--- src/rtl/sort_result_unloader_if.sv ---
// Valid/ready output stream of the sort result unloader.
interface sort_result_unloader_if #(
   parameter int unsigned word_size = 4
);
   logic [word_size-1:0] out_data;
   logic                 out_valid;
   logic                 out_ready;
   logic                 out_last;

   modport master (output out_data, output out_valid, output out_last, input out_ready);
   modport slave  (input out_data, input out_valid, input out_last, output out_ready);
endinterface

--- src/rtl/sort_result_unloader.sv ---
// Drains N sorted words from the bubble-sort datapath onto a valid/ready stream.
// Define UNLOAD_ORDER_CHECK_EN to build the non-decreasing order checker (order_err_o).
module sort_result_unloader #(
   parameter int unsigned word_size = 4,
   parameter int unsigned N         = 8
) (
   input  logic                 clk,
   input  logic                 rst,
   input  logic                 start_i,
   input  logic [word_size-1:0] sort_data_i,
   output logic                 snd_o,
   output logic                 busy_o,
   output logic                 done_o,
   output logic                 order_err_o,
   sort_result_unloader_if.master stream
);
   localparam int unsigned CW = $clog2(N + 1);

   typedef enum logic [1:0] {IDLE, CAPT, SEND, DONE} state_t;

   state_t               state_q, state_d;
   logic [CW-1:0]        cnt_q, cnt_d;
   logic [word_size-1:0] data_q, data_d;
   logic                 last_q, last_d;
`ifdef UNLOAD_ORDER_CHECK_EN
   logic [word_size-1:0] prev_q, prev_d;
   logic                 err_q, err_d;
`endif

   always_ff @(posedge clk) begin
      if (rst) begin
         state_q <= IDLE;
         cnt_q   <= '0;
         data_q  <= '0;
         last_q  <= 1'b0;
`ifdef UNLOAD_ORDER_CHECK_EN
         prev_q  <= '0;
         err_q   <= 1'b0;
`endif
      end else begin
         state_q <= state_d;
         cnt_q   <= cnt_d;
         data_q  <= data_d;
         last_q  <= last_d;
`ifdef UNLOAD_ORDER_CHECK_EN
         prev_q  <= prev_d;
         err_q   <= err_d;
`endif
      end
   end

   always_comb begin
      state_d          = state_q;
      cnt_d            = cnt_q;
      data_d           = data_q;
      last_d           = last_q;
`ifdef UNLOAD_ORDER_CHECK_EN
      prev_d           = prev_q;
      err_d            = err_q;
`endif
      snd_o            = 1'b0;
      busy_o           = 1'b1;
      done_o           = 1'b0;
      stream.out_valid = 1'b0;

      case (state_q)
         IDLE: begin
            busy_o = 1'b0;
            if (start_i) begin
               state_d = CAPT;
               cnt_d   = '0;
`ifdef UNLOAD_ORDER_CHECK_EN
               err_d   = 1'b0;
`endif
            end
         end
         CAPT: begin
            data_d  = sort_data_i;
            cnt_d   = cnt_q + CW'(1);
            last_d  = ((cnt_q + CW'(1)) == CW'(N));
            state_d = SEND;
`ifdef UNLOAD_ORDER_CHECK_EN
            if ((cnt_q != '0) && (sort_data_i < prev_q))
               err_d = 1'b1;
            prev_d  = sort_data_i;
`endif
         end
         SEND: begin
            // Gated by rst so the sorter is never shifted in the reset cycle.
            stream.out_valid = ~rst;
            if (stream.out_ready && !rst) begin
               snd_o   = 1'b1;
               state_d = last_q ? DONE : CAPT;
            end
         end
         DONE: begin
            done_o  = 1'b1;
            state_d = IDLE;
         end
         default: state_d = IDLE;
      endcase
   end

   assign stream.out_data = data_q;
   assign stream.out_last = last_q;
`ifdef UNLOAD_ORDER_CHECK_EN
   assign order_err_o = err_q;
`else
   assign order_err_o = 1'b0;
`endif
endmodule

--- src/flat_wrapper.sv ---
// flat-port wrapper written by rule: the top's interface ports become plain ports
module sort_result_unloader_flat 
#(
   parameter int unsigned word_size = 4,
   parameter int unsigned N         = 8
)
  (clk, rst, start_i, sort_data_i, snd_o, busy_o, done_o, order_err_o, stream_out_data, stream_out_valid, stream_out_last, stream_out_ready);
  sort_result_unloader_if #(.word_size(word_size)) stream_i ();
  input  logic clk;
  input  logic rst;
  input  logic start_i;
  input  logic [word_size-1:0] sort_data_i;
  output logic snd_o;
  output logic busy_o;
  output logic done_o;
  output logic order_err_o;
  output wire logic [$bits(stream_i.out_data)-1:0] stream_out_data;
  output wire logic [$bits(stream_i.out_valid)-1:0] stream_out_valid;
  output wire logic [$bits(stream_i.out_last)-1:0] stream_out_last;
  input wire logic [$bits(stream_i.out_ready)-1:0] stream_out_ready;
  assign stream_out_data = stream_i.out_data;
  assign stream_out_valid = stream_i.out_valid;
  assign stream_out_last = stream_i.out_last;
  assign stream_i.out_ready = stream_out_ready;
  sort_result_unloader #(.word_size(word_size), .N(N)) u_core (.clk(clk), .rst(rst), .start_i(start_i), .sort_data_i(sort_data_i), .snd_o(snd_o), .busy_o(busy_o), .done_o(done_o), .order_err_o(order_err_o), .stream(stream_i));
endmodule
--- config.mk ---
export PLATFORM = sky130hd
export DESIGN_NAME = sort_result_unloader_flat
export DESIGN_NICKNAME = d
export VERILOG_FILES = /design/src/rtl/sort_result_unloader_if.sv /design/src/rtl/sort_result_unloader.sv /design/src/flat_wrapper.sv
export SDC_FILE = /design/constraint.sdc
export NUM_CORES = 1
export LEC_CHECK = 0
export BUFFER_PORTS_ARGS = -buffer_cell sky130_fd_sc_hd__buf_2
export CAP_MARGIN = 25
export CORE_AREA = 2 2 39 41
export DETAILED_ROUTE_END_ITERATION = 8
export DIE_AREA = 0 0 41 43
export SYNTH_ARGS = -nofsm -noshare
export SYNTH_HDL_FRONTEND = slang
export SYNTH_SLANG_ARGS = --single-unit
export TNS_END_PERCENT = 50
--- constraint.sdc ---
create_clock -name clk -period 1.6 [get_ports clk]
set_clock_uncertainty 0.05 [all_clocks]
set_input_delay 0.32 -clock clk [delete_from_list [all_inputs] [get_ports clk]]
set_output_delay 0.32 -clock clk [all_outputs]
set_load 0.1 [all_outputs]
==> impl_summary.txt <==
----------------------------------------------------
[STA]
  Peak Freq ... 647.8 MHz
  Final Setup Violations ... 0
  Crit share post-route ... slightly below 100%
  Final count of pins violating max slew ... 0
  Unrepaired setup endpoints after global routing ... no
  Hold_ws ... 0.2378 ns
  Shortest clock period the worst path allows after layout ... roughly 1.5 ns
  Endpoints failing hold ... 0

[Die]
  Placeable core area ... roughly 1400 µm²
  Num rows ... 14
  Die outline height ... ~43 µm
  Die Wd ... 41 µm
  Die Area ... 1763 µm²
  Initial cell density of the core ... between 30% and 40%
  I/O pins ... 18

[Routing]
  DRC violation count after routing ... 0
  Initial detailed-routing violation count ... 8
  Wire length per cell ... 11.05 µm
  DRT Wirelength ... ~1100 µm
  Antenna-violating nets left ... 0
  First-pass detailed-route iteration total ... 4
  Total via count in the routed design ... 465
  Vias per std cell ... about 4.7

[Synth]
  Number of storage elements in the synthesis netlist ... 11
  Top cell type's share of synthesized area ... between 40% and 50%
  Largest cells by area after synthesis ... dfxtp_1 42%, nand2_1 7.9%, a21oi_1 5.8%, buf_6 4.3%, mux2i_1 3.8%
  Synthesized Nets ... around 70
  Avg Inst Size Synth ... 8.675 µm²
  Most area-hungry cell type in the Yosys netlist ... dfxtp_1
  Warning count from the yosys run ... 0
  Cell Area, Synth ... around 520 µm²
  Sequential element share of the synthesized area ... roughly 42%
  Synth unique cells ... 27
  Mapped Cells ... 60

[Place]
  Placer Congestion ... around 0.73
  HPWL after DPL ... between 700 and 800 µm
  Placed instance count ... roughly 90
  Number of port buffers ... 16

[Power]
  Static Leak ... ~0.32 nW
  Total power of the final layout ... 0.6670 mW
  Power density of the placed cells ... just under 900 nW/µm²
  Peak supply drop ... around 370 µV

[Critical path]
  Required time at the worst-slack endpoint ... 1.23 ns
  Reg-to-Reg Start ... u_core.state_q[1]
  WS Path Type ... register to output pin
  Worst Path Max Fanout ... 4
  Destination of the worst register-to-register timing path ... u_core.stream.out_data[0]
  Arrival time at the worst endpoint ... ~1.2 ns
  Kind of end point of the critical path ... output pin
  Slack of the worst reg-to-reg path ... ~0.23 ns
  R2R cell count ... 5
  Kind of start point of the critical path ... register

[Hold path]
  Count of cells along the worst hold path ... 3
  Hold Path Sink ... u_core.stream.out_data[2]
  Source of the worst hold timing path ... sort_data_i[2]
  Hold Path Class ... input port to register

[Cells and area]
  Cell Count, Final, Fillers Out ... ~100
  N_diodes ... 0
  Nets ... 93
  Area growth from synthesis to final layout ... 43.99%
  Proportion of layout cells with a drive suffix above 1 ... between 30% and 40%

[Clock tree]
  CTS sink count ... 11
  Buffer cell driving the clock tree root ... clkbuf_4
  Level count of the clock H-tree ... 1
  Clock buffers created by TritonCTS ... 3
  Number of buffers inserted for hold repair after clock tree synthesis ... 0
  Worst-path clk slew ... ~0.07 ns
  TritonCTS clock tree ... done
  Clock buffer depth ... 2
  Clock network latency to the later pin of the worst-skew pair ... 0.26 ns

[Global routing]
  Pin count of the biggest net entering global routing ... 13
  Initial antenna violation count ... 0
  Total overflow reported by the global router ... 0
  Global-route wire length before repair ... roughly 1700 µm
  Via count of the first global-routing pass ... 391
  Total global-route track usage ... between 10 and 15%

[Status]
  Result of the run ... completed

[Flow run]
  Reported max-cap violation count ... 0

----------------------------------------------------
## Yosys cell counts
| library cell | count |
|---|---|
| o41ai_1 | 1 |
| nand2b_1 | 1 |
| buf_6 | 2 |
| buf_2 | 1 |
| dfxtp_1 | 11 |
| a31oi_1 | 1 |
| nand3b_1 | 2 |
| ha_1 | 1 |
| nor3b_1 | 2 |
| mux2i_1 | 2 |
| o21ai_0 | 1 |
| or3_1 | 1 |
| buf_4 | 1 |
| clkbuf_1 | 1 |
| nor2b_1 | 2 |
| conb_1 | 1 |
| and2_1 | 2 |
| xor2_1 | 1 |
| nand2b_4 | 1 |
| or2_1 | 1 |
| nand2_1 | 11 |
| nor2_1 | 2 |
| nor3_1 | 1 |
| a22oi_1 | 1 |
| a21oi_1 | 6 |
| nand3_1 | 2 |
| o21bai_1 | 1 |
## power breakdown
group / switching (mW) / internal, mW / total [mW]
Combinational: 0.124 / 0.0610 / 0.185
Clock: 0.0919 / 0.0963 / 0.188
Sequential: 0.00965 / 0.284 / 0.294
Total: 0.226 / 0.441 / 0.667
## routing by layer
layer / part of all wire [%] / track usage (%)
met1: 48 / 18.51
met2: 46 / 20.00
met4: 0.82 / 8.000
met3: 4.7 / 4.712
met5: 0 / 0
## repair_timing
item	4_1_cts	5_1_grt
buffers inserted	0	6
gates resized for setup	2	1
setup endpoints to repair	3	2
## cell type report
| class | instances | area [µm²] |
|---|---|---|
| Sequential cell | 11 | 227.7 |
| Tap cell | 16 | 20.02 |
| Multi-Input combinational cell | 44 | 275.3 |
| Clock buffer | 4 | 26.28 |
| Timing Repair Buffer | 24 | 200.2 |
| Fill cell | 133 | 634.4 |
## worst max-delay path by stage
stage                 startpoint                         to  slack (ns)  depth (start not counted)
2_1_floorplan  u_core.state_q[1]                      snd_o       -0.54                          3
3_3_place_gp   u_core.state_q[0]  u_core.stream.out_data[0]        0.24                          3
3_5_place_dp   u_core.state_q[0]  u_core.stream.out_data[0]        0.18                          3
4_1_cts        u_core.state_q[1]                      snd_o        0.01                          3
5_1_grt        u_core.state_q[0]                      snd_o       0.001                          3
6_report       u_core.state_q[1]                     busy_o        0.06                          3
## state kept, by name, indices dropped and copies added (netlist names)
register	cells
u_core.stream.out_data	4
u_core.state_q	2
u_core.cnt_q	4
u_core.stream.out_last	1
## worst max-delay path: stages, from the launching register on
cell     delay (ns)
dfxtp_4        0.35
buf_4          0.13
or2_1          0.25
buf_12         0.17
## layout by cell type, fill, tap and decap left out
| master | Yosys | final |
|---|---|---|
| ha_1 | 1 | 1 |
| nor3b_4 | 0 | 1 |
| buf_2 | 1 | 12 |
| a31oi_1 | 1 | 1 |
| o21ai_0 | 1 | 1 |
| xor2_1 | 1 | 1 |
| o21bai_1 | 1 | 1 |
| or2_1 | 1 | 1 |
| clkbuf_1 | 1 | 1 |
| o41ai_1 | 1 | 1 |
| and2_4 | 0 | 1 |
| buf_12 | 0 | 4 |
| nor3b_1 | 2 | 1 |
| a21oi_1 | 6 | 6 |
| conb_1 | 1 | 1 |
| dfxtp_1 | 11 | 9 |
| nor2b_1 | 2 | 2 |
| dfxtp_4 | 0 | 2 |
| buf_4 | 1 | 8 |
| nand3b_1 | 2 | 2 |
| nand2_1 | 11 | 11 |
| nand2b_1 | 1 | 1 |
| a22oi_1 | 1 | 1 |
| and2_1 | 2 | 1 |
| nand3_1 | 2 | 2 |
| mux2i_1 | 2 | 2 |
| nand2b_4 | 1 | 1 |
| nor2_1 | 2 | 2 |
| nor3_1 | 1 | 1 |
| or3_1 | 1 | 1 |
| clkbuf_4 | 0 | 3 |
## cells by family (layout without fill, tap and decap cells)
family,count (synthesis),after routing,share of synthesized area [%]
AOI/OAI and AO/OA,11,11,12.50
xor gates and xnor gates,1,1,1.683
adders and majority gates,1,1,2.403
buffers and inverters,5,28,7.451
DFF,11,11,42.31
muxes,2,2,3.846
other,1,1,0.7205
and+or+nand+nor,28,28,29.09
## per-stage QoR
step                util [%]  setup slack, ns  instance area [µm²]  setup TNS, ns
global route           54.16         0.001193                749.5              0
CTS                    50.72          0.01123                701.9              0
floorplan                  -          -0.5417                541.8        -0.5812
global placement       48.55           0.2394                671.9              0
finish                 54.16          0.05625                749.5              0
detailed placement     48.55           0.1774                671.9              0
No activity file was read; power rests on OpenSTA's default activity.
